[src/rtl/projectmux_uart_tx.sv]
// UART transmitter for the Projectmux datapath: one byte per valid/ready handshake, 8N1 frame.
// Define PROJECTMUX_UART_PARITY_EN to insert an even-parity bit after data bit 7 (11-bit frame).
module projectmux_uart_tx #(
    parameter int CLKS_PER_BIT = 16
) (
    input  logic       clk,
    input  logic       rst,
    input  logic       in_valid,
    output logic       in_ready,
    input  logic [7:0] in_data,
    output logic       tx,
    output logic       busy
);

    localparam int BW = (CLKS_PER_BIT > 2) ? $clog2(CLKS_PER_BIT) : 1;
    localparam logic [BW-1:0] BAUD_LAST = BW'(CLKS_PER_BIT - 1);

`ifdef PROJECTMUX_UART_PARITY_EN
    typedef enum logic [2:0] {IDLE, START, DATA, PARITY, STOP} state_t;
`else
    typedef enum logic [2:0] {IDLE, START, DATA, STOP} state_t;
`endif

    state_t          state, state_n;
    logic [BW-1:0]   baud_cnt, baud_n;
    logic [2:0]      bit_cnt, bit_n;
    logic [7:0]      shreg, shreg_n;
    logic            tx_n;
    logic            bit_end;

`ifdef PROJECTMUX_UART_PARITY_EN
    logic            par, par_n;
`endif

    assign in_ready = (state == IDLE);
    assign busy     = !in_ready;
    assign bit_end  = (baud_cnt == BAUD_LAST);

    always_ff @(posedge clk or posedge rst) begin
        if (rst) begin
            state    <= IDLE;
            tx       <= 1'b1;
            baud_cnt <= '0;
            bit_cnt  <= '0;
            shreg    <= '0;
`ifdef PROJECTMUX_UART_PARITY_EN
            par      <= 1'b0;
`endif
        end else begin
            state    <= state_n;
            tx       <= tx_n;
            baud_cnt <= baud_n;
            bit_cnt  <= bit_n;
            shreg    <= shreg_n;
`ifdef PROJECTMUX_UART_PARITY_EN
            par      <= par_n;
`endif
        end
    end

    // tx is registered from the next-state decode, so each level appears on the edge its bit starts
    always_comb begin
        state_n = state;
        tx_n    = tx;
        baud_n  = baud_cnt;
        bit_n   = bit_cnt;
        shreg_n = shreg;
`ifdef PROJECTMUX_UART_PARITY_EN
        par_n   = par;
`endif
        if (state != IDLE)
            baud_n = bit_end ? '0 : baud_cnt + 1'b1;

        case (state)
            IDLE: begin
                tx_n = 1'b1;
                if (in_valid) begin
                    state_n = START;
                    tx_n    = 1'b0;
                    shreg_n = in_data;
                    baud_n  = '0;
                    bit_n   = '0;
`ifdef PROJECTMUX_UART_PARITY_EN
                    par_n   = ^in_data;
`endif
                end
            end
            START: begin
                if (bit_end) begin
                    state_n = DATA;
                    tx_n    = shreg[0];
                end
            end
            DATA: begin
                if (bit_end) begin
                    shreg_n = shreg >> 1;
                    if (bit_cnt == 3'd7) begin
`ifdef PROJECTMUX_UART_PARITY_EN
                        state_n = PARITY;
                        tx_n    = par;
`else
                        state_n = STOP;
                        tx_n    = 1'b1;
`endif
                    end else begin
                        bit_n = bit_cnt + 3'd1;
                        tx_n  = shreg[1];
                    end
                end
            end
`ifdef PROJECTMUX_UART_PARITY_EN
            PARITY: begin
                if (bit_end) begin
                    state_n = STOP;
                    tx_n    = 1'b1;
                end
            end
`endif
            STOP: begin
                if (bit_end) begin
                    state_n = IDLE;
                    tx_n    = 1'b1;
                end
            end
            default: begin
                state_n = IDLE;
                tx_n    = 1'b1;
            end
        endcase
    end

endmodule

[config.mk]
export PLATFORM = sky130hd
export DESIGN_NAME = projectmux_uart_tx
export DESIGN_NICKNAME = d
export VERILOG_FILES = /design/src/rtl/projectmux_uart_tx.sv
export SDC_FILE = /design/constraint.sdc
export NUM_CORES = 1
export LEC_CHECK = 0
export ABC_AREA = 1
export BUFFER_PORTS_ARGS = -buffer_cell sky130_fd_sc_hd__buf_2
export CAP_MARGIN = 40
export CORE_ASPECT_RATIO = 1.2
export CORE_MARGIN = 10
export CORE_UTILIZATION = 50
export DETAILED_ROUTE_END_ITERATION = 8
export GPL_ROUTABILITY_DRIVEN = 0
export PLACE_DENSITY_LB_ADDON = 0.12
export SLEW_MARGIN = 20
export SYNTH_ARGS = -nofsm -noshare
export SYNTH_HDL_FRONTEND = slang
export SYNTH_SLANG_ARGS = --single-unit
[constraint.sdc]
create_clock -name clk -period 1.3 [get_ports clk]
set_input_delay 0.065 -clock clk [delete_from_list [all_inputs] [get_ports clk]]
set_output_delay 0.065 -clock clk [all_outputs]
set_load 0.005 [all_outputs]
==> flow_summary.yaml, run 1 <==
global_routing:
  grt_pass1_vias: 1047
  grt_overflow_total: 0
  grt_pass1_wl_um: 4480
  antenna_found_initial: 0
  grt_max_degree: 19
  grt_usage: 0.122
clock_network:
  tritoncts: "built"
  cts_buffers: 3
  ctsRootBufferMaster: "clkbuf_4"
  cts_buffer_depth: 2
  clock_sinks: 18
  clk-insertion-delay-late_ns: 0.30
  cts_htree_levels: 1
  cts.clk_slew.worst_paths_ns: 0.10
yosys:
  synth_flop_cell: "dfrtp_1"
  yosysMostFrequentCell: "nand2_1"
  async_flop_share: 1.00
  synthTopCellsByArea: "dfrtp_1 39%, nand2_1 23%, ha_1 9.3%, nand3_1 5.6%, inv_1 3.1%"
  synth_nets: 161
  synth_enable_flop_cells: 0
  synth_top_area_frac: 0.395
  syn_area_um2: 1080
  netlist_instances: 142
  avgSynthCellArea_um2: 7.59
  synth_cell_types: 21
  ys_seq_area_frac: 0.419
  ys_ff_latch: 18
  yosysWarnings: 0
  yosys.area.top_type: "dfrtp_1"
  synth.top_cells.by_count: "66 x nand2_1, 17 x dfrtp_1, 12 x nand3_1"
cells_and_area:
  antennaDiodeCount: 0
  fin_nets: 199
  final_core_util: 0.754
  instances_no_fill: 209
  drive_gt1_frac: 0.430
  synthToLayoutAreaGrowth_pct: 43.4
  nFillCells: 137
setup_path:
  crit_arrival_ns: 1.28
  cp-end-kind: "output port"
  worstPathRequired_ns: 1.24
  crit_fanout: 7
  setup.worst_path.start_class: "register"
  critPathKind: "reg2out"
placed_design:
  portBuffers: 13
  dpl.hpwl_um: 1790
  dp.cells: 196
power:
  p_per_area_nw_per_um2: 2540
  switching_power_mw: 1.74
  switching_share: 0.443
  p_int_mw: 2.19
  ir_drop_uv: 2220
  p_comb_frac: 0.647
  p_leak_nw: 0.825
  clockPowerShare: 0.090
  seqPwrFrac: 0.263
routing:
  wl_per_cell_um: 13.7
  vias: 1061
  drt-total-wl_um: 2870
  dr.pass1.iters: 4
  drc: 0
  first_iter_violations: 43
  viasPerCell: 5.08
  ant_nets: 0
job:
  drv_cap: 0
outcome:
  status: "finished, violations left"
  violations: "setup timing"
timing:
  period_share: 1.03
  slew-limit-headroom: 0.839
  worst_pin_slew_ns: 0.241
  fin_crit_ns: 1.34
  max_freq_ghz: 0.745
  finalSetupViolations: 16
  hold_viol: 0
  slew_violations: 0
  rsz0062_at_grt: "yes"
  skew_ns: 0.00358
  finalWorstSetupSlack_ns: -0.0425
die:
  rows: 18
  coreArea_um2: 2050
  start_util: 0.526
  die_x_um: 62.4
  pin_count: 14
  die_h_um: 70.9
  die_area_um2: 4420
min_path:
  hp-class: "in2reg"
==> power by group through the flow <==
stage / Clock [mW] / Combinational, mW / Sequential, mW
after global placement: 0 / 1.82 / 0.999
after global routing: 0.396 / 2.83 / 1.07
after detailed placement: 0 / 1.86 / 1.01
final: 0.354 / 2.54 / 1.03
after CTS: 0.351 / 2.12 / 1.00
after floorplan: 0 / 1.27 / 0.979
==> per-stage QoR <==
stage | setup slack, ns | area [um^2] | TNS (ns) | hold WS [ns] | power (mW)
2_1_floorplan | 0.0116 | 1100 | 0 | 0.00284 | 2.25
3_3_place_gp | -0.0341 | 1290 | -0.114 | 0.0881 | 2.82
3_5_place_dp | -0.0575 | 1290 | -0.515 | 0.109 | 2.87
4_1_cts | -0.0187 | 1410 | -0.108 | 0.0211 | 3.47
5_1_grt | -0.139 | 1550 | -1.60 | 0.00413 | 4.29
6_report | -0.0425 | 1550 | -0.376 | 0.0125 | 3.93
==> worst paths after layout <==
check,from,endpoint,slack (ns),cells after the start
max in group asynchronous,rst,tx$_DFFE_PP1P_,0.72,4
hold reg to reg,shreg[3]$_DFFE_PP0P_,shreg[3]$_DFFE_PP0P_,0.49,2
setup reg to reg,state[0]$_DFFE_PP0P_,shreg[4]$_DFFE_PP0P_,-0.03,7
hold / removal,in_data[7],shreg[7]$_DFFE_PP0P_,0.01,3
setup / recovery,state[0]$_DFFE_PP0P_,busy,-0.04,4
min in group asynchronous,rst,shreg[0]$_DFFE_PP0P_,0.31,4
==> layout make-up <==
type / instances / area (um^2) / share of cell area
Sequential cell: 18 / 454 / 0.294
Tap cell: 30 / 37.5 / 0.0243
Clock buffer: 4 / 36.3 / 0.0235
Multi-Input combinational cell: 109 / 699 / 0.453
Timing Repair Buffer: 36 / 265 / 0.172
Inverter: 12 / 52.6 / 0.0340
==> cells by family after synthesis <==
kind of cell,Yosys count,synth area share
AND/OR/NAND/NOR,91,0.360
flip-flops,18,0.419
buffers and inverters,15,0.0616
AO/OA/AOI/OAI,10,0.0662
adder cells (fa/ha/maj),8,0.0929
==> registers in the layout, summed over array words and instances, names as in the netlist <==
register	cells
shreg	8
baud_cnt	4
bit_cnt	3
state	2
tx	1
==> critical path, cell delays in order, from the launching register on <==
cell and delay [ns]:
dfrtp_2 0.46, inv_4 0.09, ha_4 0.23, inv_4 0.07
buf_6 0.11
==> what timing repair did <==
| action | CTS | global route |
|---|---|---|
| setup endpoints to repair | 18 | 19 |
| gates resized for setup | 13 | 28 |
| cloned | 0 | 0 |
| hold buffers | 1 | 0 |
| buffers inserted | 5 | 3 |
| endpoints found under the hold margin | 17 | 0 |
| pin swaps | 3 | 12 |
==> layer usage <==
layer  track usage  share of wire  up-vias
met5             0              0        -
met4        0.0547          0.030        0
met3        0.0283          0.031        9
met2         0.224           0.52       18
met1         0.130           0.42      509
li1              -              -      525
==> cells in the final DEF, fill, tap and decap left out, drive strengths merged <==
cell,count
nor2,4
inv,12
nand3,13
dfrtp,17
a22o,1
buf,35
a21oi,4
o21bai,1
dfstp,1
nand4,3
dlygate4sd3,1
clkbuf,4
o21ai,4
nand2,71
ha,8
(Power assumes the default switching activity.)
==> run 2: changes to the inputs <==
Settings changed: RECOVER_POWER set to 50, REMOVE_ABC_BUFFERS set to 1.
==> run 2 against run 1 <==
Hold slack gained 0.0023 ns. The run still ends with setup timing left. Clock power shrank 3%. Routed wire length shrank 7.4%. Critical path type is now reg2reg. Highest routed layer unchanged.
==> flow_summary.yaml, run 2 (synthesized netlist as in run 1, its figures left out) <==
outcome:
  status: "finished, violations left"
  violations: "setup timing"
die:
  pin_count: 14
  die_h_um: 70.9
  coreArea_um2: 2050
  die_x_um: 62.4
  start_util: 0.526
  die_area_um2: 4420
  rows: 18
timing:
  rsz0062_at_grt: "yes"
  slew-limit-headroom: 0.698
  hold_slack_ns: 0.0148
  hold_viol: 0
  finalWorstSetupSlack_ns: -0.0746
  fin_crit_ns: 1.37
  max_freq_ghz: 0.727
  finalSetupViolations: 17
  worst_pin_slew_ns: 0.454
  period_share: 1.06
  skew_ns: 0.00369
  slew_violations: 0
cells_and_area:
  nFillCells: 136
  synthToLayoutAreaGrowth_pct: 43.9
  fin_nets: 203
  reg_top3: "shreg x8, baud_cnt x4, bit_cnt x3"
  drive_gt1_frac: 0.404
  most-common-layout-cells: "58 x nand2_1, 17 x dfrtp_1, 17 x buf_4"
  largest_reg_flops: 8
  antennaDiodeCount: 0
  largest_register: "shreg"
  final_common_cell: "nand2_1"
power:
  ir_drop_uv: 1660
  p_total_mw: 3.93
  p_leak_nw: 0.862
  p_per_area_nw_per_um2: 2540
setup_path:
  setup.worst_path.start_class: "register"
  path_cells: "buf_6, ha_4, inv_4, nand2_1, nand2_4, nand3_2, nand2_1, nand2_1"
  crit_fanout: 6
  worstPathRequired_ns: 1.48
  cpPeakStageDelay_ns: 0.44
  cp-end-kind: "register"
  crit_arrival_ns: 1.56
  slowest_stage: "dfrtp_1"
  critPathKind: "reg2reg"
  crit_top_cell: "nand2_1"
routing:
  ant_nets: 0
  wl_per_cell_um: 12.5
  viasPerCell: 4.95
  first_iter_violations: 36
  vias: 1054
  drt-total-wl_um: 2660
  dr.pass1.iters: 4
  drc: 0
global_routing:
  antenna_found_initial: 0
  grt_pass1_wl_um: 4530
  met3_usage: 0.0315
  grtUsageMet2: 0.224
  globalRouteMet1Util: 0.129
  grt-busiest-layer: "met2"
  grt_max_degree: 19
  grt_pass1_vias: 1069
  grt_overflow_total: 0
  grt_usage: 0.122
clock_network:
  cts_buffers: 3
  clock_sinks: 18
  tritoncts: "built"
  ctsRootBufferMaster: "clkbuf_4"
  clk-insertion-delay-late_ns: 0.29
  cts_buffer_depth: 2
  cts.clk_slew.worst_paths_ns: 0.10
  cts_htree_levels: 1
placed_design:
  dpl.hpwl_um: 1850
  portBuffers: 13
min_path:
  hp-class: "in2reg"
job:
  drv_cap: 0
==> run 2: cell types whose count changed in the layout (fill, tap and decap cells not counted), sizes merged <==
cell / change
buf: +3
clkbuf: +1
==> run 2: worst max-delay path, delay by kind of cell (launching register included) <==
kind | cells | cell delay [ns]
DFF | 1 | 0.44
and+or+nand+nor | 5 | 0.42
buffers and inverters | 2 | 0.23
adders and majority gates | 1 | 0.17
==> run 2: worst paths after layout <==
kind | start | endpoint | slack (ns) | cells after the start
setup / recovery | state[1]$_DFFE_PP0P_ | bit_cnt[2]$_DFFE_PP0P_ | -0.07 | 8
hold / removal | in_data[7] | shreg[7]$_DFFE_PP0P_ | 0.01 | 3
setup reg to reg | state[1]$_DFFE_PP0P_ | bit_cnt[2]$_DFFE_PP0P_ | -0.07 | 8
hold reg to reg | shreg[4]$_DFFE_PP0P_ | shreg[4]$_DFFE_PP0P_ | 0.49 | 2
max in group asynchronous | rst | tx$_DFFE_PP1P_ | 0.57 | 4
min in group asynchronous | rst | baud_cnt[2]$_DFF_PP0_ | 0.39 | 4
==> run 2: repair_timing <==
action / in CTS / in global routing
gates resized for setup: 33 / 4
endpoints found under the hold margin: 17 / 0
endpoints found under the setup margin: 19 / 19
pin swaps: 17 / 7
hold buffers: 1 / 0
setup buffers: 3 / 0
==> run 2: report_power, final <==
group	internal (mW)	switching, mW	leakage, nW
Clock	0.171	0.173	0.0210
Sequential	0.820	0.179	0.227
Combinational	1.29	1.31	0.613
Total	2.28	1.66	0.862
==> run 2: layer usage <==
layer	part of all wire	vias up	routed length, um
li1	-	532	-
met1	0.40	498	1060
met2	0.55	19	1460
met3	0.039	5	104
met4	0.012	0	31
met5	0	-	0
==> run 2: final cells by class <==
type,instances,area (um^2),share of cell area
Multi-Input combinational cell,109,656,0.423
Sequential cell,18,452,0.291
Timing Repair Buffer,40,319,0.206
Inverter,12,50.0,0.0323
Tap cell,30,37.5,0.0242
Clock buffer,4,36.3,0.0234
==> run 2: metrics by stage <==
step,TNS [ns],utilization,instance area [um^2],std cells,setup WS [ns]
after floorplan,-3.29,-,1060,139,-0.293
after global placement,-0.542,0.650,1330,205,-0.0687
after detailed placement,-1.12,0.650,1330,205,-0.0993
after CTS,-0.291,0.751,1540,213,-0.0330
after global routing,-1.80,0.756,1550,213,-0.121
final,-0.747,0.756,1550,213,-0.0746
